===== src/rtl/audio_sample_streamer.sv =====
// audio_sample_streamer: real-time playback sequencer for a single-port sample ROM.
// Fetches one 16-bit word every CLK_DIV clocks, captures it a cycle later and
// presents it on a valid/ready stream. Samples that arrive while the output is
// still full are discarded and counted, because playback cannot slip in time.
module audio_sample_streamer #(
  parameter int CLK_DIV     = 1134,
  parameter int NUM_SAMPLES = 32000
) (
  input  logic        clk,
  input  logic        rst_n,
  input  logic        start,
  input  logic        stop,
  input  logic        loop_en,
  output logic [31:0] rom_addr,
  input  logic [15:0] rom_rd,
  output logic [15:0] sample_data,
  output logic        sample_valid,
  input  logic        sample_ready,
  output logic        busy,
  output logic        done,
  output logic [15:0] drop_cnt
);

  localparam int IW = (NUM_SAMPLES > 1) ? $clog2(NUM_SAMPLES) : 1;
  localparam int CW = (CLK_DIV > 1) ? $clog2(CLK_DIV) : 1;
  localparam logic [IW-1:0] LAST    = IW'(NUM_SAMPLES - 1);
  localparam logic [CW-1:0] TICK_AT = CW'(CLK_DIV - 1);

  typedef enum logic [1:0] {IDLE, FETCH, CAPTURE, WAIT_TICK} state_t;

  state_t        state;
  logic [IW-1:0] index;
  logic [CW-1:0] cnt;
  logic          tick, xfer, can_load;

  assign tick     = (cnt == TICK_AT);
  assign xfer     = sample_valid && sample_ready;
  // Output slot is free if empty or being drained this very cycle.
  assign can_load = !sample_valid || sample_ready;

  // Playback FSM, sample-period counter and output register in one place so
  // stop/done/capture interactions resolve with a single priority order.
  always_ff @(posedge clk or negedge rst_n) begin
    if (!rst_n) begin
      state        <= IDLE;
      index        <= '0;
      cnt          <= '0;
      rom_addr     <= '0;
      sample_data  <= '0;
      sample_valid <= 1'b0;
      busy         <= 1'b0;
      done         <= 1'b0;
      drop_cnt     <= '0;
    end else begin
      done <= 1'b0;
      if (state != IDLE && stop) begin
        // Abort: rom_addr keeps its last value, pending sample is flushed.
        state        <= IDLE;
        busy         <= 1'b0;
        sample_valid <= 1'b0;
        cnt          <= '0;
      end else begin
        if (state != CAPTURE && xfer) sample_valid <= 1'b0;
        if (state != IDLE) cnt <= tick ? '0 : cnt + 1'b1;
        case (state)
          IDLE: begin
            if (start && !stop) begin
              state    <= FETCH;
              busy     <= 1'b1;
              index    <= '0;
              cnt      <= '0;
              drop_cnt <= '0;
              rom_addr <= '0;
            end
          end
          FETCH: state <= CAPTURE;
          CAPTURE: begin
            if (can_load) begin
              sample_data  <= rom_rd;
              sample_valid <= 1'b1;
            end else if (drop_cnt != 16'hFFFF) begin
              drop_cnt <= drop_cnt + 1'b1;
            end
            if (index != LAST) begin
              index <= index + 1'b1;
              state <= WAIT_TICK;
            end else if (loop_en) begin
              index <= '0;
              state <= WAIT_TICK;
            end else begin
              state <= IDLE;
              busy  <= 1'b0;
              done  <= 1'b1;
              cnt   <= '0;
            end
          end
          WAIT_TICK: begin
            if (tick) begin
              state    <= FETCH;
              rom_addr <= {30'(index), 2'b00};
            end
          end
          default: state <= IDLE;
        endcase
      end
    end
  end

endmodule


===== config.mk =====
export PLATFORM = sky130hd
export DESIGN_NAME = audio_sample_streamer
export DESIGN_NICKNAME = d
export VERILOG_FILES = /design/src/rtl/audio_sample_streamer.sv
export SDC_FILE = /design/constraint.sdc
export NUM_CORES = 1
export LEC_CHECK = 0
export ABC_AREA = 1
export CORE_MARGIN = 2
export CORE_UTILIZATION = 55
export DETAILED_ROUTE_END_ITERATION = 16
export DONT_BUFFER_PORTS = 1
export GPL_TIMING_DRIVEN = 1
export PLACE_DENSITY = 0.73
export SLEW_MARGIN = 40
export SYNTH_ARGS = -nofsm -noshare
export SYNTH_HDL_FRONTEND = slang
export SYNTH_SLANG_ARGS = --single-unit

===== constraint.sdc =====
create_clock -name clk -period 1.9 [get_ports clk]
set_clock_uncertainty 0.2 [all_clocks]
set_input_delay 0.285 -clock clk [delete_from_list [all_inputs] [get_ports clk]]
set_output_delay 0.285 -clock clk [all_outputs]
set_load 0.1 [all_outputs]

==> results of run 1 <==
==> power groups by stage <==
stage | Combinational [mW] | Clock, mW | Sequential (mW)
floorplan | 1.73 | 0 | 3.56
global placement | 4.19 | 0 | 2.07
finish | 4.86 | 1.20 | 2.07
global route | 5.12 | 1.28 | 2.10
CTS | 4.53 | 1.22 | 2.06
detailed placement | 4.27 | 0 | 2.09
==> layout make-up <==
cell class              count  area (um2)
repair buffers            113         986
clock buffers               9         124
multi-input cells         399        2250
flip-flops and latches     78        1980
fillers                   561        1980
well taps                 102         128
inverters                  46         180
clock inverters             7        62.6
==> repair_timing <==
item	in CTS	in global routing
gates resized for setup	8	39
pin swaps	2	15
cloned	1	1
buffers inserted	2	5
endpoints found under the setup margin	4	43
hold endpoints to repair	97	78
==> cells by family (layout without fill, tap and decap cells) <==
logic type      count (synthesis)  in the layout  synth area share (%)
simple gates                  290            290                  29.3
flops                          78             78                  44.8
buf+inv                        78            175                  9.14
compound gates                 51             51                  6.78
xor+xnor                       17             17                  3.42
mux                            16             16                  4.14
fa+ha+maj                       8              8                  2.30
other cells                     1             17                0.0861
==> placed cells by master, fill, tap and decap left out, types with 17 or more instances in the layout <==
| master | instances |
|---|---|
| inv_1 | 37 |
| dfrtp_1 | 61 |
| nor2_1 | 52 |
| nand4_1 | 17 |
| nand2_1 | 138 |
| buf_4 | 85 |
| o21ai_0 | 26 |
| dlygate4sd3_1 | 19 |
| nand3_1 | 37 |
| conb_1 | 17 |
==> registers in the layout, summed over array words and instances, names as in the netlist <==
register / count
busy: 1
rom_addr: 15
cnt: 11
done: 1
sample_data: 16
state: 2
drop_cnt: 16
sample_valid: 1
index: 15
==> path summary, 6_finish.rpt <==
path / startpoint / endpoint / slack [ns] / cells after the start
max: state[1] / drop_cnt[10] / 0.03 / 12
min: rst_n / index[7] / -0.60 / 0
max in group asynchronous: rst_n / sample_data[10] / 1.94 / 0
max reg2reg: state[1] / drop_cnt[10] / 0.03 / 12
min in group clk: loop_en / state[1] / 0.03 / 4
min reg2reg: busy / busy / 0.31 / 2
==> layer usage <==
layer	vias to the layer above	track usage (%)
li1	1919	-
met1	1880	32.4
met2	152	42.4
met3	28	4.88
met4	0	10.9
met5	-	0
==> critical path, stage by stage, from the launching register on <==
cell	delay [ns]
dfrtp_1	0.45
inv_2	0.10
ha_4	0.17
inv_4	0.04
nand2_4	0.06
nand2_4	0.07
nor2_8	0.10
nand2_4	0.07
nor2_4	0.11
clkinv_4	0.10
buf_12	0.16
nand2_2	0.06
o21ai_2	0.05
==> flow_summary_export.csv, run 1 <==
group,metric,value,unit
floorplanning,fp.dieArea,8640,um2
route,m1WireLength,4490,um
power_and_ir_drop,p_switching,4.15,mW
setup_path,path_max_fanout,7,
timing,worst_hold_slack,-0.598,ns
power_and_ir_drop,irDropWorstVdd,595,uV
power_and_ir_drop,cellLeakagePower,2.64,nW
final_layout,stdcell_area,5710,um2
placement,dpl.cell_count,711,
route,wl_met3,588,um
route,via_per_inst,5.28,
synth,yosys.cell_types.count,33,
power_and_ir_drop,totalPowerFinal,8.14,mW
route,wl,10700,um
power_and_ir_drop,pwr-share-seq,25.5,%
power_and_ir_drop,swShare,51.0,%
power_and_ir_drop,p_per_area,1430,nW/um2
clock_tree,clockBufferDepth,2,
setup_path,start_kind,"flop",
timing,fmax,534,MHz
final_layout,area_growth,31.1,%
timing,rsz0062_at_grt,"yes",
timing,timing.final.crit_share,98.5,%
timing,setup_viol,0,
synth,synth.cell_area,4350,um2
floorplanning,floorplan.initialDensity,56.6,%
route,met2_length,5400,um
clock_tree,cts_sinks,78,
clock_tree,htree_levels,3,
run_status,violations,"hold timing",
clock_tree,cts-root-buf,"clkbuf_8",
final_layout,nNetsFinal,677,
placement,io_buffers,0,
global_routing,grt_antenna_before_repair,0,
global_routing,grt_pass1_vias,3971,
flow_run,maxCapViolCount,0,
route,vias,3979,
clock_tree,cts.clk_slew.worst_paths,0.09,ns
synth,yosys_warnings,0,
final_layout,n_antenna_cell,0,
setup_path,critPathRequiredTime,1.96,ns
route,first_iter_violations,256,
setup_path,cp.arrival,1.93,ns
run_status,outcome,"finished, violations left",
synth,yosysTopAreaCellShare,44.8,%
global_routing,overflow,0,
global_routing,grt.total_usage,25.4,%
placement,place_area,5070,um2
timing,hold_viol,78,
setup_path,crit_path_end_kind,"flop",
placement,place_ws,0.0159,ns
floorplanning,die_y,93.0,um
final_layout,final_util,74.2,%
synth,synth_area_leader_cell,"dfrtp_1",
route,wire_per_inst,14.2,um
synth,ys_ff_latch,78,
synth,synthCells,539,
floorplanning,ioPinCount,89,
power_and_ir_drop,intPower,3.99,mW
timing,layout_min_cycle_time,1.87,ns
timing,tns,0,ns
synth,synthTopCellsByArea,"dfrtp_1 45%, nand2_1 13%, nor2_1 4.7%",
clock_tree,clock_latency,0.37,ns
power_and_ir_drop,clkPwrFrac,14.8,%
route,route.detailed.drc,0,
placement,place_congestion,0.944,
synth,synth_most_common_cell,"nand2_1",
synth,postSynthAreaPerCell,8.08,um2
route,first_pass_iters,5,
synth,synth_edf_count,0,
placement,dp_hpwl,7110,um
synth,ys_top_cells_by_count,"154 x nand2_1, 78 x dfrtp_1, 55 x nor2_1",
synth,synth_ff_type,"dfrtp_1",
global_routing,grt_pass1_wl,17500,um
final_layout,instances_no_fill,754,
floorplanning,fp-row-count,32,
route,ant_nets,0,
final_layout,drive_gt1_share,31.4,%
synth,ys_async_sr_fraction,100,%
min_path,hold_path_class,"in2async",
clock_tree,cts_tree,"built",
route,highest_layer,"met4",
floorplanning,dieWidth,93.0,um
timing,fin_ws,0.0286,ns
global_routing,grt_max_degree,79,
floorplanning,fp.coreArea,7690,um2
clock_tree,holdBufCountCts,19,
synth,yosysSeqAreaShare,44.8,%
timing,slew_violations,0,
power_and_ir_drop,power.share.combinational,59.7,%
clock_tree,cts-buffers-inserted,9,
setup_path,crit_type,"reg2reg",
Power figures use the tool's default switching activity.
==> run 2: changes to the inputs <==
--- a/config.mk
+++ b/config.mk
@@ -5,7 +5,6 @@
 export SDC_FILE = /design/constraint.sdc
 export NUM_CORES = 1
 export LEC_CHECK = 0
-export ABC_AREA = 1
 export CORE_MARGIN = 2
 export CORE_UTILIZATION = 55
 export DETAILED_ROUTE_END_ITERATION = 16
==> flow_summary_export.csv, run 2 <==
group,metric,value,unit
setup_path,r2r_end,"drop_cnt[13]",
timing,hold_viol,78,
timing,setup_viol,77,
route,route.detailed.drc,0,
synth,synth_edf_count,0,
route,wire_per_inst,25.3,um
synth,synthCells,409,
synth,yosysSeqAreaShare,49.0,%
power_and_ir_drop,p_switching,3.97,mW
final_layout,nNetsFinal,608,
synth,ys_ff_latch,78,
clock_tree,cts-root-buf,"clkbuf_8",
global_routing,grt.total_usage,34.6,%
synth,postSynthAreaPerCell,9.75,um2
global_routing,grt_pass1_wl,20600,um
setup_path,cp_cell_sequence,"inv_2 -> ha_4 -> nand3b_1 -> a211oi_4 -> buf_6 -> nand3_4 -> or4_1 -> a21oi_1",
timing,fin_ws,-0.476,ns
floorplanning,die_y,89.1,um
power_and_ir_drop,cellLeakagePower,2.90,nW
placement,place_congestion,0.880,
synth,yosys.area_share.adder,2.51,%
final_layout,multi_input_area,2530,um2
synth,yosys.cell_types.count,56,
synth,yosysTopAreaCellShare,49.0,%
synth,synth_ff_type,"dfrtp_1",
setup_path,crit_type,"reg2reg",
synth,synth.cell_area,3990,um2
clock_tree,cts_sinks,78,
final_layout,n_antenna_cell,0,
run_status,outcome,"finished, violations left",
setup_path,critPathRequiredTime,1.99,ns
synth,ys_async_sr_fraction,100,%
timing,worst_hold_slack,-0.600,ns
timing,layout_min_cycle_time,2.38,ns
final_layout,reg_top3,"drop_cnt: 16 flops, sample_data: 16 flops",
synth,synth_top_family_by_area,"simple AND/OR/NAND/NOR gates",
global_routing,grt_antenna_before_repair,0,
timing,rsz0062_at_grt,"yes",
route,wl,17300,um
placement,io_buffers,0,
global_routing,overflow,0,
route,ant_nets,0,
route,via_per_inst,6.47,
setup_path,critPathMaxStageDelay,0.46,ns
synth,synth_most_common_cell,"dfrtp_1",
floorplanning,dieWidth,89.1,um
min_path,hold_path_class,"in2async",
floorplanning,fp.dieArea,7950,um2
final_layout,fillers,279,
setup_path,cp.arrival,2.47,ns
global_routing,grt_max_degree,79,
placement,place_ws,-0.339,ns
power_and_ir_drop,p_per_area,1300,nW/um2
synth,synthTopCellsByArea,"dfrtp_1 49%, nand2_1 5.8%, mux2_2 4.5%",
timing,fmax,421,MHz
final_layout,layout_common_cells,"127 x buf_4, 61 x dfrtp_1, 41 x nand2_1, 22 x nor2_1",
final_layout,area_growth,62.7,%
power_and_ir_drop,pwr-share-seq,25.1,%
setup_path,rrSetupSlack,-0.48,ns
synth,ys_top_cells_by_count,"78 x dfrtp_1, 62 x nand2_1, 27 x nor2_1",
setup_path,path_max_fanout,7,
floorplanning,ioPinCount,89,
placement,dp_hpwl,7000,um
synth,synth-xor-area-share,3.08,%
synth,synthSimpleGateAreaFrac,21.5,%
global_routing,grt_pass1_vias,4036,
clock_tree,cts_tree,"built",
route,first_pass_iters,5,
floorplanning,floorplan.initialDensity,55.9,%
setup_path,start_kind,"flop",
final_layout,final_common_cell,"buf_4",
power_and_ir_drop,clkPwrFrac,19.1,%
clock_tree,htree_levels,3,
power_and_ir_drop,intPower,4.46,mW
setup_path,reg2reg_depth,8,
final_layout,seqCellArea,2000,um2
synth,yosys_warnings,0,
clock_tree,cts-buffers-inserted,9,
clock_tree,cts.clk_slew.worst_paths,0.09,ns
floorplanning,fp-row-count,31,
clock_tree,clock_latency,0.37,ns
power_and_ir_drop,power.share.combinational,55.8,%
synth,synthMuxAreaShare,4.77,%
setup_path,slowest_stage,"or4_1",
clock_tree,holdBufCountCts,18,
power_and_ir_drop,irDropWorstVdd,808,uV
synth,synth_compound_area_share,13.6,%
power_and_ir_drop,swShare,47.1,%
clock_tree,clockBufferDepth,2,
flow_run,maxCapViolCount,0,
setup_path,crit_path_end_kind,"flop",
synth,synth_area_leader_cell,"dfrtp_1",
route,first_iter_violations,407,
final_layout,drive_gt1_share,52.7,%
run_status,violations,"hold timing, setup timing",
setup_path,regToRegStartpoint,"state[0]",
timing,timing.final.crit_share,125,%
route,vias,4412,
timing,slew_violations,0,
floorplanning,fp.coreArea,7140,um2
==> run 2: worst max-delay path by stage <==
stage,start,to,slack (ns),cells past startpoint
6_report,state[0],drop_cnt[13],-0.48,8
2_1_floorplan,sample_valid,drop_cnt[11],-0.37,5
3_5_place_dp,state[0],drop_cnt[11],-0.34,7
3_3_place_gp,state[0],drop_cnt[9],-0.24,7
4_1_cts,cnt[1],rom_addr[11],-0.22,8
5_1_grt,state[0],drop_cnt[13],-0.53,9
==> run 2: kinds of logic (layout without fill, tap and decap cells) <==
family | count (synthesis) | in the layout
AOI/OAI and AO/OA | 80 | 80
xor gates and xnor gates | 14 | 14
adders and majority gates | 8 | 8
buffers and inverters | 41 | 199
DFF | 78 | 78
muxes | 17 | 17
other | 1 | 17
and+or+nand+nor | 170 | 170
==> run 2: power groups by stage <==
stage	Combinational, mW	Clock [mW]	Sequential (mW)
global placement	3.36	0	2.07
finish	4.70	1.61	2.12
global route	4.79	1.67	2.13
detailed placement	3.44	0	2.09
floorplan	1.14	0	3.59
CTS	3.91	1.58	2.07
==> run 2: final cells by class <==
cell class,count,area share (%)
Tap cell,99,1.91
Multi-Input combinational cell,306,39.0
Timing Repair Buffer,174,23.8
Clock buffer,10,2.12
Sequential cell,78,30.8
Inverter,9,0.521
Clock inverter,6,1.77
==> run 2: metrics by stage <==
stage                     area, um2  std cells  TNS (ns)  power [mW]  util, %
after floorplan                4250        425     -4.63        4.74        -
after global placement         5100        616     -6.37        5.43     71.4
after detailed placement       5100        616    -11.65        5.52     71.4
after CTS                      5970        666     -7.22        7.55     83.6
after global routing           6490        682    -23.20        8.59     90.9
final                          6490        682    -20.28        8.43     90.9
==> run 2: what timing repair did <==
item | in CTS | in global routing
resized for setup | 63 | 84
pin swaps | 23 | 26
endpoints found under the setup margin | 75 | 77
buffers inserted | 15 | 14
cloned | 1 | 3
hold endpoints to repair | 96 | 78
==> run 2: per-layer routing <==
metal  up-vias  GRT usage (%)  share of wire, %
met2       374           55.8                49
met4         0           19.5               6.2
met1      2165           43.2                35
met5         -              0                 0
met3       112           7.39               9.1
li1       1761              -                 -
==> run 2: worst max-delay path, delay by kind of cell (launching register included) <==
kind / cells / cell delay [ns]
buffers and inverters: 2 / 0.27
and+or+nand+nor: 3 / 0.75
DFF: 1 / 0.40
adders and majority gates: 1 / 0.16
AOI/OAI and AO/OA: 2 / 0.49
